--- src/rtl/coco_timer.sv ---
// coco_timer: memory-mapped countdown timer with CTRL / PRESET / COUNT word
// registers and a maskable interrupt request. One instance serves one bus
// window; the bridge has already decoded the base address and qualified the
// byte strobes, so any nonzero byteen is a legal store to offset addr.
module coco_timer (
  input  logic        clk,
  input  logic        reset,
  input  logic [1:0]  addr,
  input  logic [3:0]  byteen,
  input  logic [31:0] wdata,
  output logic [31:0] rdata,
  output logic        irq
);

  // Word offsets inside the window.
  localparam logic [1:0] OFS_CTRL   = 2'd0;
  localparam logic [1:0] OFS_PRESET = 2'd1;
  localparam logic [1:0] OFS_COUNT  = 2'd2;

  // CTRL.MODE encoding; 1x is treated exactly like one-shot.
  localparam logic [1:0] MODE_AUTO = 2'b01;

  typedef enum logic [1:0] {
    ST_IDLE = 2'd0,
    ST_LOAD = 2'd1,
    ST_CNT  = 2'd2,
    ST_INT  = 2'd3
  } state_t;

  state_t      state;
  state_t      state_next;

  logic [3:0]  ctrl;         // [0] EN, [2:1] MODE, [3] IM
  logic [31:0] preset;
  logic [31:0] count;
  logic        irq_pending;

  // FSM command strobes, decoded combinationally from the current state.
  logic        load_count;
  logic        dec_count;
  logic        set_pend;
  logic        clr_pend_fsm;
  logic        clr_en;

  // Decoded bus traffic and control fields.
  logic        wr;
  logic        wr_ctrl;
  logic        wr_preset;
  logic        en;
  logic        im;
  logic        auto_reload;
  logic [31:0] preset_merged;

  // Replace byte i of old_val with byte i of new_val wherever be[i] is set.
  function automatic logic [31:0] byte_merge(input logic [31:0] old_val,
                                             input logic [31:0] new_val,
                                             input logic [3:0]  be);
    logic [31:0] res;
    res = old_val;
    for (int i = 0; i < 4; i++) begin
      if (be[i]) res[8*i +: 8] = new_val[8*i +: 8];
    end
    return res;
  endfunction

  assign wr            = |byteen;
  assign wr_ctrl       = wr && (addr == OFS_CTRL);
  assign wr_preset     = wr && (addr == OFS_PRESET);
  assign en            = ctrl[0];
  assign im            = ctrl[3];
  assign auto_reload   = (ctrl[2:1] == MODE_AUTO);
  assign preset_merged = byte_merge(preset, wdata, byteen);

  // Interrupt output is the pending flag gated by the mask bit, so clearing
  // IM silences irq at once without touching the pending state.
  assign irq = im & irq_pending;

  // State register.
  // NOTE: clocked state uses non-blocking assignments so every register
  // samples the pre-edge values of its neighbours, independent of block order.
  always_ff @(posedge clk or negedge reset) begin
    if (!reset) state <= ST_IDLE;
    else        state <= state_next;
  end

  // Next-state decode and per-state commands to the datapath.
  // NOTE: every output of this block is given a default first, so no path
  // leaves a variable unassigned and no latch is inferred.
  always_comb begin
    state_next   = state;
    load_count   = 1'b0;
    dec_count    = 1'b0;
    set_pend     = 1'b0;
    clr_pend_fsm = 1'b0;
    clr_en       = 1'b0;
    unique case (state)
      ST_IDLE: begin
        if (en) state_next = ST_LOAD;
      end
      ST_LOAD: begin
        load_count = 1'b1;
        state_next = ST_CNT;
      end
      ST_CNT: begin
        if (!en) begin
          state_next = ST_IDLE;           // disabled: COUNT stays frozen
        end else if (count != 32'd0) begin
          dec_count = 1'b1;
        end else begin
          set_pend   = 1'b1;
          state_next = ST_INT;
        end
      end
      ST_INT: begin
        // Auto-reload leaves EN set so IDLE immediately starts the next
        // period; one-shot stops itself and keeps the request latched.
        if (auto_reload) clr_pend_fsm = 1'b1;
        else             clr_en       = 1'b1;
        state_next = ST_IDLE;
      end
      default: state_next = ST_IDLE;
    endcase
  end

  // CTRL register: a CPU store to byte 0 overrides the FSM's EN clear.
  always_ff @(posedge clk or negedge reset) begin
    if (!reset) begin
      ctrl <= 4'h0;
    end else if (wr_ctrl && byteen[0]) begin
      ctrl <= wdata[3:0];
    end else if (clr_en) begin
      ctrl[0] <= 1'b0;
    end
  end

  // PRESET register: byte-merged stores; only sampled by the FSM in LOAD.
  always_ff @(posedge clk or negedge reset) begin
    if (!reset)         preset <= 32'h0;
    else if (wr_preset) preset <= preset_merged;
  end

  // COUNT register: read-only to the bus, loaded and decremented by the FSM.
  always_ff @(posedge clk or negedge reset) begin
    if (!reset)          count <= 32'h0;
    else if (load_count) count <= preset;
    else if (dec_count)  count <= count - 32'd1;
  end

  // Pending flag: set on expiry; cleared by the INT exit in auto-reload, or
  // by any CTRL/PRESET store in one-shot. A fresh expiry takes precedence.
  always_ff @(posedge clk or negedge reset) begin
    if (!reset) begin
      irq_pending <= 1'b0;
    end else if (set_pend) begin
      irq_pending <= 1'b1;
    end else if (clr_pend_fsm) begin
      irq_pending <= 1'b0;
    end else if (!auto_reload && (wr_ctrl || wr_preset)) begin
      irq_pending <= 1'b0;
    end
  end

  // Combinational read mux; unmapped offset and unstored CTRL bits read 0.
  always_comb begin
    rdata = 32'h0;
    case (addr)
      OFS_CTRL:   rdata = {28'h0, ctrl};
      OFS_PRESET: rdata = preset;
      OFS_COUNT:  rdata = count;
      default:    rdata = 32'h0;
    endcase
  end

endmodule

--- config.mk ---
export PLATFORM = sky130hd
export DESIGN_NAME = coco_timer
export DESIGN_NICKNAME = d
export VERILOG_FILES = /design/src/rtl/coco_timer.sv
export SDC_FILE = /design/constraint.sdc
export NUM_CORES = 1
export LEC_CHECK = 0
export ABC_AREA = 1
export CAP_MARGIN = 15
export CORE_AREA = 2 2 94 96
export DETAILED_ROUTE_END_ITERATION = 8
export DIE_AREA = 0 0 96 98
export PLACE_DENSITY = 0.8
export SYNTH_ARGS = -nofsm -noshare
export SYNTH_HDL_FRONTEND = slang
export SYNTH_SLANG_ARGS = --single-unit
--- constraint.sdc ---
create_clock -name clk -period 1.95 [get_ports clk]
set_clock_uncertainty 0.2 [all_clocks]
set_input_delay 0.39 -clock clk [delete_from_list [all_inputs] [get_ports clk]]
set_output_delay 0.39 -clock clk [all_outputs]
set_load 0.01 [all_outputs]
# [Word level (Yosys, flattened, before mapping)]
# Index checks and enable logic that the tools add are counted.
# Widths: inputs -> output; s select.
[totals] register_bits=71 latchBits=0 mem_bits_rw=0 rom_bits=0 n_memories=0
[op_classes] n_addsub=1 mul=0 div=0 n_lt_le_gt_ge=0 eq_ne=8 shifts=0 n_mux=23 bitwise=1 n_reduce_logical=18
[ops] op="$pmux 32 s3" n=1
[ops] op="$mux 32" n=2
[ops] op="$reduce_bool 32->1" n=1
[ops] op="$sub 32x1->32 const B" n=1
[ops] op="$mux 1" n=16
[ops] op="$reduce_and 2->1" n=5
[ops] op="$pmux 2 s4" n=1
[ops] op="$eq 2x1->1 const B" n=3
[ops] op="$eq 2x2->1 const B" n=3
[ops] op="$mux 2" n=3
[ops] op="$logic_and 1x1->1" n=4
[ops] op="$logic_not 2->1" n=2
[ops] op="$reduce_bool 2->1" n=2
[ops] op="$reduce_or 4->1" n=1
[ops] op="$ne 3x3->1 const B" n=1
[ops] op="$reduce_bool 3->1" n=1
[ops] op="$ne 2x2->1 const B" n=1
[ops] op="$and 1x1->1" n=1
[ops] op="$logic_not 1->1" n=1
[ops] op="$logic_or 1x1->1" n=1

# [Longest topological paths before layout]
[depth] ltp_word=7 ltp_mapped=11 depth_no_buf=11

# [Worst setup path before layout]
# Ideal clock, no wire load.
[synth_timing] path_kind="flip-flop to flip-flop" start="reg count[0]" end="reg count[12]" setup_ns=0.125 t_arrival_ns=1.466 slack_ns=0.159 stages_incl_launch_ff=11 path_buffers=1 path_cell_list="dfrtp_1 inv_1 ha_1 nand2_2 nor2_4 nand3_2 nor2_2 nor2_4 buf_6 nand2_1 nand3_1"
[synth_between] elab_chain_cells=5
[synth_rtl] item="start, declared" line="35" text="logic [31:0] count;"
[synth_rtl] item="start signal, assigned" line="145" text="else if (load_count) count <= preset;"
[synth_rtl] item="start signal, assigned" line="146" text="else if (dec_count) count <= count - 32'd1;"
[synth_rtl] item="parallel branches: the longest is 5 deep, another holds $sub 32x1->32"
# Several ways; the timed one is not identified. The select of a mux whose other input is x is not followed.
# A chain may end at the register's enable or synchronous reset.

# [Final worst setup path]
[layout_timing] start="reg count[14]" end="reg count[5]"
[layout_between] elab_chain_cells=5
[layout_rtl] item="$reduce_bool 32->1" line="107" text="end else if (count != 32'd0) begin"
[layout_rtl] item="$mux 1" line="107"
[layout_rtl] item="$mux 1" line="105" text="if (!en) begin"
[layout_rtl] item="$mux 1" line="96" text="unique case (state)"
[layout_rtl] item="$reduce_bool 2->1 (no source line)"
# No other way between the ends.

==> flow_metrics.env <==
export IMPL_max_freq_ghz=0.513
export IMPL_ctsLongestPathBuffers=2
export IMPL_ys_warn_count=0
export IMPL_synth_xor_area_share_pct=2.20
export IMPL_drc=0
export IMPL_grt_usage_pct=31.1
export IMPL_syn_cell_area_sq_um=4380
export IMPL_synthCells=600
export IMPL_irDropWorstVdd_mv=0.582
export IMPL_grt_overflow_total=0
export IMPL_slew_viol_final=0
export IMPL_first_global_vias=4476
export IMPL_syn_area_per_cell_sq_um=7.29
export IMPL_grt_use_met3_pct=6.33
export IMPL_crit_type="register to register"
export IMPL_ys_seq_area_share_pct=40.6
export IMPL_synth_compound_area_share_pct=7.38
export IMPL_avgViaCountPerCell=5.60
export IMPL_syn_num_nets=641
export IMPL_synth_top_area_share_pct=40.6
export IMPL_initial_core_util_pct=51.7
export IMPL_area_growth_pct=33.7
export IMPL_end_kind="register"
export IMPL_dp_cells=816
export IMPL_p_per_area_nw_per_um2=1280
export IMPL_drive_above_1_share_pct=24.7
export IMPL_worstPathMaxFanout=19
export IMPL_gp_congestion=0.979
export IMPL_ys_ff_latch=71
export IMPL_synthAdderAreaFrac_pct=0.286
export IMPL_busiest_layer="met2"
export IMPL_use_met1_pct=45.6
export IMPL_clock_latency_ns=0.35
export IMPL_maxSlewHeadroom_pct=74.7
export IMPL_synth_simple_gate_area_share_pct=35.5
export IMPL_outcome="finished, final reports clean"
export IMPL_io_pins=73
export IMPL_grt_start_max_net_pins=72
export IMPL_cts_made_buffers=9
export IMPL_drt_iter0_drc=467
export IMPL_antenna_cells=0
export IMPL_cts_tree="done"
export IMPL_vias=4696
export IMPL_max_cap_viol_count=0
export IMPL_rows=34
export IMPL_die_w_microns=96
export IMPL_wire_per_inst_microns=16.6
export IMPL_synth_mux_area_fraction_pct=6.69
export IMPL_die_y_microns=98
export IMPL_grt_use_met2_pct=46.7
export IMPL_ant_nets=0
export IMPL_required_ns=1.98
export IMPL_min_path_type="register to register"
export IMPL_tightest_slew_ns=0.380
export IMPL_drt_total_wl_microns=14000
export IMPL_cts_htree_levels=3
export IMPL_hold_worst_slack_ns=0.304
export IMPL_synth_area_leaders="dfrtp_1 (41%), nand2_1 (14%), nand3_1 (12%)"
export IMPL_critPathLaunchType="register"
export IMPL_finalSetupViolations=0
export IMPL_clockRootBuffer="clkbuf_8"
export IMPL_leakage_uw=0.00283
export IMPL_cp_arrival_ns=1.98
export IMPL_hpwl_microns=9910
export IMPL_fin_crit_sh_pct=99.9
export IMPL_drt_pass1_iterations=8
export IMPL_path_clk_slew_ns=0.08
export IMPL_clkSinkCount=71
export IMPL_tns_ns=0
export IMPL_yosysTopAreaCell="dfrtp_1"
export IMPL_fin_nets=766
export IMPL_synth_top_family_by_area="simple AND/OR/NAND/NOR gates"
export IMPL_antenna_found_initial=0
export IMPL_core_area_sq_um=8470
export IMPL_grt_pass1_wl_microns=22600
export IMPL_ys_types=29
export IMPL_hold_violations=0
export IMPL_final_cells=838
export IMPL_numPortBuffers=72
export IMPL_die_area_sq_um=9410
export IMPL_period_minus_slack_ns=1.95
==> cells by family after synthesis <==
group / Yosys count
multiplexers: 26
XOR/XNOR: 11
adder cells (fa/ha/maj): 1
flip-flops: 71
AO/OA/AOI/OAI: 61
buffers and inverters: 75
AND/OR/NAND/NOR: 355
==> through the flow <==
stage	utilization [%]	power [uW]	cell area (sq um)	setup slack, ns
finish	69.1	7460	5850	0.00184
global placement	66.2	5860	5600	-0.804
CTS	67.8	7160	5740	0.00872
floorplan	-	4460	4380	0.159
global route	69.1	7980	5850	-0.0367
detailed placement	66.2	5960	5600	-0.797
==> layout make-up <==
type / instances / area [sq um]
repair buffers: 136 / 1140
flip-flops and latches: 71 / 1780
inverters: 53 / 199
clock buffers: 11 / 151
fillers: 692 / 2620
well taps: 108 / 135
clock inverters: 5 / 56.3
multi-input cells: 454 / 2390
==> layout by cell type (no fill, tap or decap), types with 3 or more instances in the layout <==
cell,netlist,layout
nand2_1,165,162
nand3_1,102,102
dfrtp_1,71,69
nor2_1,63,53
buf_4,0,53
inv_1,53,51
clkdlybuf4s50_1,0,36
buf_2,1,35
o21ai_0,46,30
mux2_2,26,26
o21ai_1,3,16
clkbuf_8,0,11
nor2_2,8,10
nor2_4,2,10
xor2_1,10,10
nand4_1,6,6
a21oi_1,5,5
buf_12,0,5
nand2_2,2,4
o21ai_2,0,3
o211ai_1,3,3
==> where the power goes <==
group	switching, uW	internal [uW]	leakage, uW
registers	569	1940	0.000870
clock network	577	659	0.000105
logic	2190	1520	0.00185
total	3330	4120	0.00283
==> layer usage <==
| layer | vias to the layer above | wire length, microns |
|---|---|---|
| met2 | 225 | 6420 |
| li1 | 2217 | - |
| met4 | 0 | 278 |
| met3 | 32 | 1240 |
| met5 | - | 0 |
| met1 | 2222 | 6020 |
==> state kept, by name (all words and copies together), names as in the netlist <==
name,cells
preset,32
state,2
ctrl,4
irq_pending,1
count,32
==> worst max-delay path, cell delays in order, from the launching register on <==
cell     delay [ns]
dfrtp_1        0.45
nor2_1         0.19
nand2_1        0.15
nor2_4         0.21
nand3_2        0.14
nor2_4         0.12
nor2_4         0.05
buf_12         0.16
nand2_1        0.08
nand3_1        0.08
==> worst paths after layout <==
path	startpoint	end	slack [ns]	cells after the start
min in group asynchronous	reset	preset[5]	0.40	3
max in group asynchronous	reset	count[7]	0.84	3
max reg2reg	count[14]	count[5]	0.002	9
max	count[14]	count[5]	0.002	9
min	preset[0]	preset[0]	0.30	2
min reg2reg	preset[0]	preset[0]	0.30	2
==> cells in the mapped netlist, drive strengths merged <==
cell and instances:
o221ai 1, xnor2 1, o211ai 3, xor2 10, mux2 26, nand2 168, o21ai 49, nand3 103
or2 1, ha 1, dfrtp 71, a21oi 6, buf 6, nand4 7, o22ai 2, inv 53
nor3 3, nor2 73, clkbuf 16
==> repair_timing <==
action,CTS,global route
endpoints found under the setup margin,70,52
hold buffers,1,0
gates resized for setup,170,26
hold endpoints to repair,71,0
gates cloned,2,0
pin swaps,2,5
buffers inserted,0,3
(Power assumes the default switching activity.)
